**config.mk**
```make
export PLATFORM = sky130hd
export DESIGN_NAME = uart_echo_tester
export DESIGN_NICKNAME = d
export VERILOG_FILES = /design/src/rtl/uart_echo_tester.sv
export SDC_FILE = /design/constraint.sdc
export NUM_CORES = 1
export LEC_CHECK = 0
export CAP_MARGIN = 40
export CORE_ASPECT_RATIO = 1.5
export CORE_MARGIN = 1
export CORE_UTILIZATION = 70
export CTS_BUF_LIST = sky130_fd_sc_hd__clkbuf_2 sky130_fd_sc_hd__clkbuf_4 sky130_fd_sc_hd__clkbuf_8
export DETAILED_ROUTE_END_ITERATION = 16
export DONT_BUFFER_PORTS = 1
export HOLD_SLACK_MARGIN = 0.08
export PLACE_DENSITY = 0.84
export SKIP_LAST_GASP = 1
export SYNTH_ARGS = -nofsm -noshare
export SYNTH_HDL_FRONTEND = slang
export SYNTH_SLANG_ARGS = --single-unit
```
**constraint.sdc**
```tcl
create_clock -name clock -period 3.7 [get_ports clock]
set_input_delay 0.925 -clock clock [delete_from_list [all_inputs] [get_ports clock]]
set_output_delay 0.925 -clock clock [all_outputs]
set_load 0.05 [all_outputs]
```
**src/rtl/uart_echo_tester.sv**
```systemverilog
// Sends an N_BYTES pattern burst on tx, then checks the echoed burst arriving on rx.
// Latency: each rx mismatch is registered on its accept cycle; done pulses one cycle after the last byte or timeout.
// Backpressure: tx holds tx_data until tx_ready; rx is accepted only in RECV, bytes elsewhere are dropped.
module uart_echo_tester #(
    parameter int         N_BYTES        = 255,
    parameter logic [7:0] SEED           = 8'h01,
    parameter int         TIMEOUT_CYCLES = 10_000_000
) (
    input  logic       clock,
    input  logic       reset,
    input  logic       start,
    output logic [7:0] tx_data,
    output logic       tx_valid,
    input  logic       tx_ready,
    input  logic [7:0] rx_data,
    input  logic       rx_valid,
    output logic       rx_ready,
    output logic       busy,
    output logic       done,
    output logic       pass,
    output logic       timeout,
    output logic [7:0] err_count,
    output logic [7:0] first_err_idx
);
    localparam logic [7:0]  LAST_IDX   = 8'(N_BYTES - 1);
    // The idle counter starts at 0 on the accept edge, so the limit edge sees TIMEOUT_CYCLES-1.
    localparam logic [31:0] IDLE_LIMIT = 32'(TIMEOUT_CYCLES - 1);

    typedef enum logic [1:0] {IDLE, SEND, RECV, DONE} state_t;

    state_t      state;
    state_t      state_nxt;
    logic [7:0]  idx;
    logic [31:0] idle_cnt;
    logic [7:0]  pattern;
    logic        tx_fire;
    logic        rx_fire;
    logic        last_idx;
    logic        rx_mismatch;
    logic        idle_expired;

    // Same pattern generator serves both the sender and the checker.
    assign pattern      = SEED + idx;
    assign tx_data      = pattern;
    assign tx_fire      = (state == SEND) && tx_ready;
    assign rx_fire      = (state == RECV) && rx_valid;
    assign last_idx     = (idx == LAST_IDX);
    assign rx_mismatch  = (rx_data != pattern);
    assign idle_expired = (idle_cnt == IDLE_LIMIT);

    // State register; reset aborts any running test without a done pulse.
    always_ff @(posedge clock) begin
        if (!reset) begin
            state <= IDLE;
        end else begin
            state <= state_nxt;
        end
    end

    // Next-state and Moore handshake/status outputs.
    always_comb begin
        state_nxt = state;
        tx_valid  = 1'b0;
        rx_ready  = 1'b0;
        busy      = 1'b0;
        done      = 1'b0;
        case (state)
            IDLE: begin
                if (start) begin
                    state_nxt = SEND;
                end
            end
            SEND: begin
                tx_valid = 1'b1;
                busy     = 1'b1;
                if (tx_fire && last_idx) begin
                    state_nxt = RECV;
                end
            end
            RECV: begin
                rx_ready = 1'b1;
                busy     = 1'b1;
                if (rx_fire && last_idx) begin
                    state_nxt = DONE;
                end else if (!rx_fire && idle_expired) begin
                    state_nxt = DONE;
                end
            end
            DONE: begin
                done      = 1'b1;
                state_nxt = IDLE;
            end
            default: state_nxt = IDLE;
        endcase
    end

    // Byte index, idle counter and result registers.
    always_ff @(posedge clock) begin
        if (!reset) begin
            idx           <= 8'd0;
            idle_cnt      <= 32'd0;
            err_count     <= 8'd0;
            first_err_idx <= 8'hFF;
            pass          <= 1'b0;
            timeout       <= 1'b0;
        end else begin
            case (state)
                IDLE: begin
                    if (start) begin
                        idx           <= 8'd0;
                        idle_cnt      <= 32'd0;
                        err_count     <= 8'd0;
                        first_err_idx <= 8'hFF;
                        pass          <= 1'b0;
                        timeout       <= 1'b0;
                    end
                end
                SEND: begin
                    // Idle counter is held at zero so RECV starts with a fresh window.
                    idle_cnt <= 32'd0;
                    if (tx_fire) begin
                        idx <= last_idx ? 8'd0 : idx + 8'd1;
                    end
                end
                RECV: begin
                    if (rx_fire) begin
                        idle_cnt <= 32'd0;
                        idx      <= idx + 8'd1;
                        if (rx_mismatch) begin
                            if (err_count != 8'hFF) begin
                                err_count <= err_count + 8'd1;
                            end
                            if (first_err_idx == 8'hFF) begin
                                first_err_idx <= idx;
                            end
                        end
                    end else if (idle_expired) begin
                        timeout <= 1'b1;
                    end else begin
                        idle_cnt <= idle_cnt + 32'd1;
                    end
                end
                DONE: begin
                    pass <= (err_count == 8'd0) && !timeout;
                end
                default: ;
            endcase
        end
    end

endmodule

```
After elaboration in Yosys (flattened, before gate mapping). Cells that the tools add are included.

Word-level logic and storage cells: 82. Register bits: 60. Input bits: 13. Output and inout bits: 30.

Reduce and logical (&&, ||, !) cells: 21. Muxes and demuxes: 32. Eq/ne operators: 19. Add/sub/neg operators: 3.

Operator list (number): $mux W32 (3); $pmux W32 S3 (1); $mux W8 (11); $add A32 B1 Y32 const B (1); $eq A32 B24 Y1 const B (1); $pmux W8 S2 (2); $pmux W8 S3 (1); $add A8 B1 Y8 const B (2); $eq A8 B8 Y1 const B (2); $ne A2 B2 Y1 const B (6); $reduce_and A5 Y1 (2); $logic_not A8 Y1 (1); $mux W2 (4); $ne A8 B8 Y1 (1); $ne A8 B8 Y1 const B (1); $pmux W2 S4 (1); $reduce_and A4 Y1 (2); $mux W1 (7); $logic_and A1 B1 Y1 (6); $ne A2 B1 Y1 const B (3); $reduce_and A3 Y1 (2); $eq A2 B2 Y1 const B (2); $pmux W1 S2 (2); $reduce_bool A2 Y1 (2); other kinds (8) (9).

Logic depth before layout (Yosys ltp).
Word-level depth: 7. Depth in mapped cells: 10. Gate-level depth less buffers: 8.

Worst setup path before layout. Ideal clock, no wire load.

Path kind: register to output. From: reg idx[0]. To: out tx_data[6]. Path buffers: 1. Data arrival time: 1.874 ns. Setup slack: 0.901 ns. Data required time: 2.775 ns. Stages on the path, launching flop included: 6. Path through: dfxtp_1 > ha_1 > buf_2 > nand3_1 > nor2_1 > xor2_1.

Cells in the longest elaborated chain, start to end: 1.

RTL lines: start: declaration (line 33) `logic [7:0] idx;`; start signal: assignment (line 122) `idx <= last_idx ? 8'd0 : idx + 8'd1;`; start signal: assignment (line 128) `idx <= idx + 8'd1;`; $add A8 B1 Y8 (line 43) `assign pattern = SEED + idx;`; end: declaration (line 12) `output logic [7:0] tx_data,`.

No other way between the ends.

Worst setup path after layout.
From: reg idx[0]. To: reg first_err_idx[5].

Cells in the longest elaborated chain, start to end: 4.

RTL lines: $add A8 B1 Y8 (line 43); named net tx_data[0] (line 12); $ne A8 B8 Y1 (line 48) `assign rx_mismatch = (rx_data != pattern);`; $ne A2 B2 Y1 (no source line); $reduce_and A5 Y1 (no source line); end signal: assignment (line 134) `first_err_idx <= idx;`; end: declaration (line 23) `output logic [7:0] first_err_idx`.

The timed path passes the listed nets, and every way through them passes these cells. A chain may end at the register's enable or synchronous reset.

==> results.md <==
Timing:
- The shortest period the worst path allows is 3.16 ns.
- The max-slew violation count is 0.
- Setup repair after global routing left no endpoint under its margin.
- Setup violations remaining at the end of the flow were counted as 0.
- The post-route worst hold slack is 0.551 ns.
- The share of the cycle needed by the critical path after routing is between 80% and 90%.
- The hold violation count in the final report is 0.
- For the pin with the worst max-slew slack, the measured transition is approximately 0.77 ns.
- The aggregate negative setup slack is 0 ns.
- Static timing analysis puts the maximum clock frequency at between 0.3 and 0.4 GHz.
- Between clock sinks in the finished design, the worst skew comes to approximately 0.0090 ns.
- Measured against its own limit, the worst slew margin works out to 48.6%.

Yosys:
- The share of synthesized registers carrying an async set or reset is 0%.
- The net count of the mapped netlist is ~420.
- Sorting the synthesized cells by how often they occur yields nor2_1, dfxtp_1, nand2_1.
- The number of enable-type register cells in the synthesized netlist is 0.
- The share of synthesized area occupied by flip-flops and latches is between 30 and 40%.
- The synthesized-area fraction occupied by and/or/nand/nor cells is between 30% and 40%.
- The synthesized netlist devotes under 10% of its cell area to compound gates.
- nor2_1 is the most common cell in the netlist.
- The share of synthesized area spent on multiplexers is 4.15%.
- Yosys attributes the largest share of cell area to dfxtp_1, nor2_1, xnor2_1, xor2_1, mux2i_1.
- Among all flip-flop cells after synthesis, the most frequent one is dfxtp_1.
- The adder-cell share of the synthesized area is under 10%.
- The synthesized design contains 60 register bits.
- The distinct cell type count after synthesis is 62.
- The synthesized design devotes to its leading area cell type between 30% and 40% of total area.
- After synthesis, the largest family of logic cells by area is simple AND/OR/NAND/NOR gates.
- The mapped netlist covers approximately 3400 um2.
- The synthesized-area fraction occupied by xor and xnor cells is approximately 13%.
- The warning count from the yosys run is 0.
- Summed over all instances, the cell type with the most area after synthesis is dfxtp_1.
- The average instance in the mapped netlist occupies about 8.5 um2.
- The post-synthesis instance total is roughly 400.

CTS:
- The clock transition at the registers of the reported paths is 0.07 ns.
- The clock buffer count from CTS is 9.
- Post-CTS repair changed the size of 0 cells.
- The H-tree was split into 3 levels.
- The source-to-sink clock delay at the later pin of the worst-skew pair is 0.35 ns.
- No sink is reached through more buffers than the 2 on the longest clock path.
- The post-CTS setup repair buffer count is 0.
- CTS placed an instance of clkbuf_8 at the clock tree root.
- In this run, post-CTS hold repair placed 0 buffers.
- TritonCTS built the clock tree.
- Clock tree synthesis found a total of 60 sinks.

Setup path:
- The longest individual stage delay on the worst path is 0.52 ns.
- The kind of start point of the critical path is a register.
- Data arrives at the worst endpoint at around 3.4 ns.
- The total stage count of the critical path is 8.
- The largest driver fanout on the critical path is 13.
- Counting both buffers and inverters, the worst setup path holds a total of 1.
- On the critical path the largest part of the delay comes from simple AND/OR/NAND/NOR gates.
- The kind of end point of the critical path is a register.
- The worst setup path is of the reg -> reg kind.
- Counting cells, the worst reg-to-reg path comes to 8.
- The critical-path cell with the highest stage delay is nand4_1.
- Walking the worst path, the cells encountered are inv_1 > ha_1 > xor2_1 > o2111ai_1 > nor4b_1 > nand4_1 > and3_1 > mux2i_1.
- The internal reg-to-reg setup slack is ~0.54 ns.
- The required time at the worst-slack endpoint is slightly below 4 ns.

Drt:
- The first detailed-routing pass ran for 4 iterations.
- The first routing iteration left between 150 and 200 violations.
- The amount of wire on met3 after detailed routing is between 400 and 500 um.
- In this run the top signal layer used is met4.
- After detailed routing, the number of remaining DRC violations is 0.
- The number of vias after detailed routing is 2,890.
- In the final routed layout, each cell accounts on average for about 16 um.
- After detailed routing, the total wire length is ~7400 um.
- The number of nets still failing antenna checks after routing is 0.
- Detailed routing placed a total of just over 4000 um of wire on met2.
- Using the TritonRoute via totals, the vias-per-cell ratio works out to 6.19.
- The detailed-route wire length on metal 1 is approximately 2700 um.

Floorplan:
- In this run the vertical extent of the chip is 87.1 um.
- The number of placement rows is 30.
- The number of top-level pins is 43.
- The area of the die is 5120 um2.
- The die is between 50 and 60 um wide.
- The region available for standard cell placement spans between 4000 and 5000 um2.
- The initial core utilization is roughly three quarters.

Power:
- The power density over the cells is between 500 and 600 nW/um2.
- The maximum ir drop on the vdd rail is 0.426 mV.
- Summed over all cells, the static leakage comes to roughly 1.4 nW.

Global routing:
- The via count of the first global-routing pass is roughly 2,700.
- The total track usage is just over 30%.
- For this run the aggregate overflow at the end of global routing stands at 0.
- The global-route wire length before repair is approximately 12,000 um.
- The pin count of the biggest net entering global routing is 31.
- The initial antenna violation count was 0.

Finish:
- From synthesis to final layout, the design area changed by 8.29%.
- The repair_antennas step left the layout with diodes totalling 0.
- After the flow finishes, the layout carries non-filler instances totaling about 470.
- Of the cells placed in the final design, the portion with a size suffix greater than 1 is between 9 and 10%.
- At the end of the flow, the number of nets in the layout was 420.
- Cells fill between 70 and 80% of the core in the end.

Placement:
- The number of cells in the design after placement is between 400 and 500.
- The final estimated routing congestion in global placement is 0.828.
- The detailed placer's ending HPWL is between 5000 and 6000 um.
- The port buffer count is 0.

Hold path:
- The depth of the worst hold-timing path is 2.
- The path type of the worst min-delay path is reg -> reg.

Status:
- The run finished with clean final reports.

Job:
- Across the run, the number of max-cap violations was 0.
==> cells in the final DEF, fill, tap and decap left out, types with 10 or more instances in the layout <==
| cell | count |
|---|---|
| xor2_1 | 22 |
| nor2_1 | 70 |
| mux2i_1 | 14 |
| nand4_1 | 11 |
| nor4_1 | 10 |
| xnor2_1 | 23 |
| nand2_1 | 28 |
| nand3_1 | 19 |
| dfxtp_1 | 60 |
| inv_1 | 10 |
==> power by group <==
group / switching, mW / leakage [nW] / internal (mW)
clock network: 0.281 / 0.114 / 0.383
registers: 0.101 / 0.484 / 0.679
logic: 0.448 / 0.796 / 0.211
==> final timing paths <==
path                from               end
min          idle_cnt[9]       idle_cnt[9]
max               idx[0]  first_err_idx[5]
max reg2reg       idx[0]  first_err_idx[5]
min reg2reg  idle_cnt[9]       idle_cnt[9]
==> metal layers <==
| metal | GRT usage [%] | vias up |
|---|---|---|
| li1 | - | 1399 |
| met1 | 30.4 | 1380 |
| met2 | 56.1 | 91 |
| met3 | 10.4 | 20 |
| met4 | 14.3 | 0 |
| met5 | 0 | - |
==> flip-flops by register name, summed over array words and instances (netlist names) <==
register / flops
err_count: 8
first_err_idx: 8
idle_cnt: 32
idx: 8
pass: 1
state: 2
timeout: 1
==> stage by stage <==
stage / area, um2 / worst slack [ns] / total power, mW
2_1_floorplan: 3380 / 0.901 / 1.35
3_3_place_gp: 3440 / 0.861 / 1.43
3_5_place_dp: 3440 / 0.681 / 1.44
4_1_cts: 3660 / 0.553 / 2.10
5_1_grt: 3660 / 0.382 / 2.19
6_report: 3660 / 0.543 / 2.10
==> cell families after synthesis <==
logic type	count (synthesis)
xor+xnor	47
flops	60
fa+ha+maj	9
simple gates	194
mux	14
buf+inv	28
compound gates	44
==> worst register-to-register path, stage by stage (launching register included) <==
cell and delay (ns):
dfxtp_1 0.44, inv_1 0.29, ha_1 0.41, xor2_1 0.20, o2111ai_1 0.14, nor4b_1 0.32
nand4_1 0.52, and3_1 0.50, mux2i_1 0.25
==> area by class of cell <==
| type | instances | area (um2) |
|---|---|---|
| flip-flops and latches | 60 | 1200 |
| inverters | 11 | 41.3 |
| multi-input cells | 308 | 2050 |
| well taps | 64 | 80.1 |
| fillers | 327 | 920 |
| clock buffers | 9 | 124 |
| repair buffers | 8 | 60.1 |
| clock inverters | 7 | 100 |
Power figures use the tool's default switching activity.
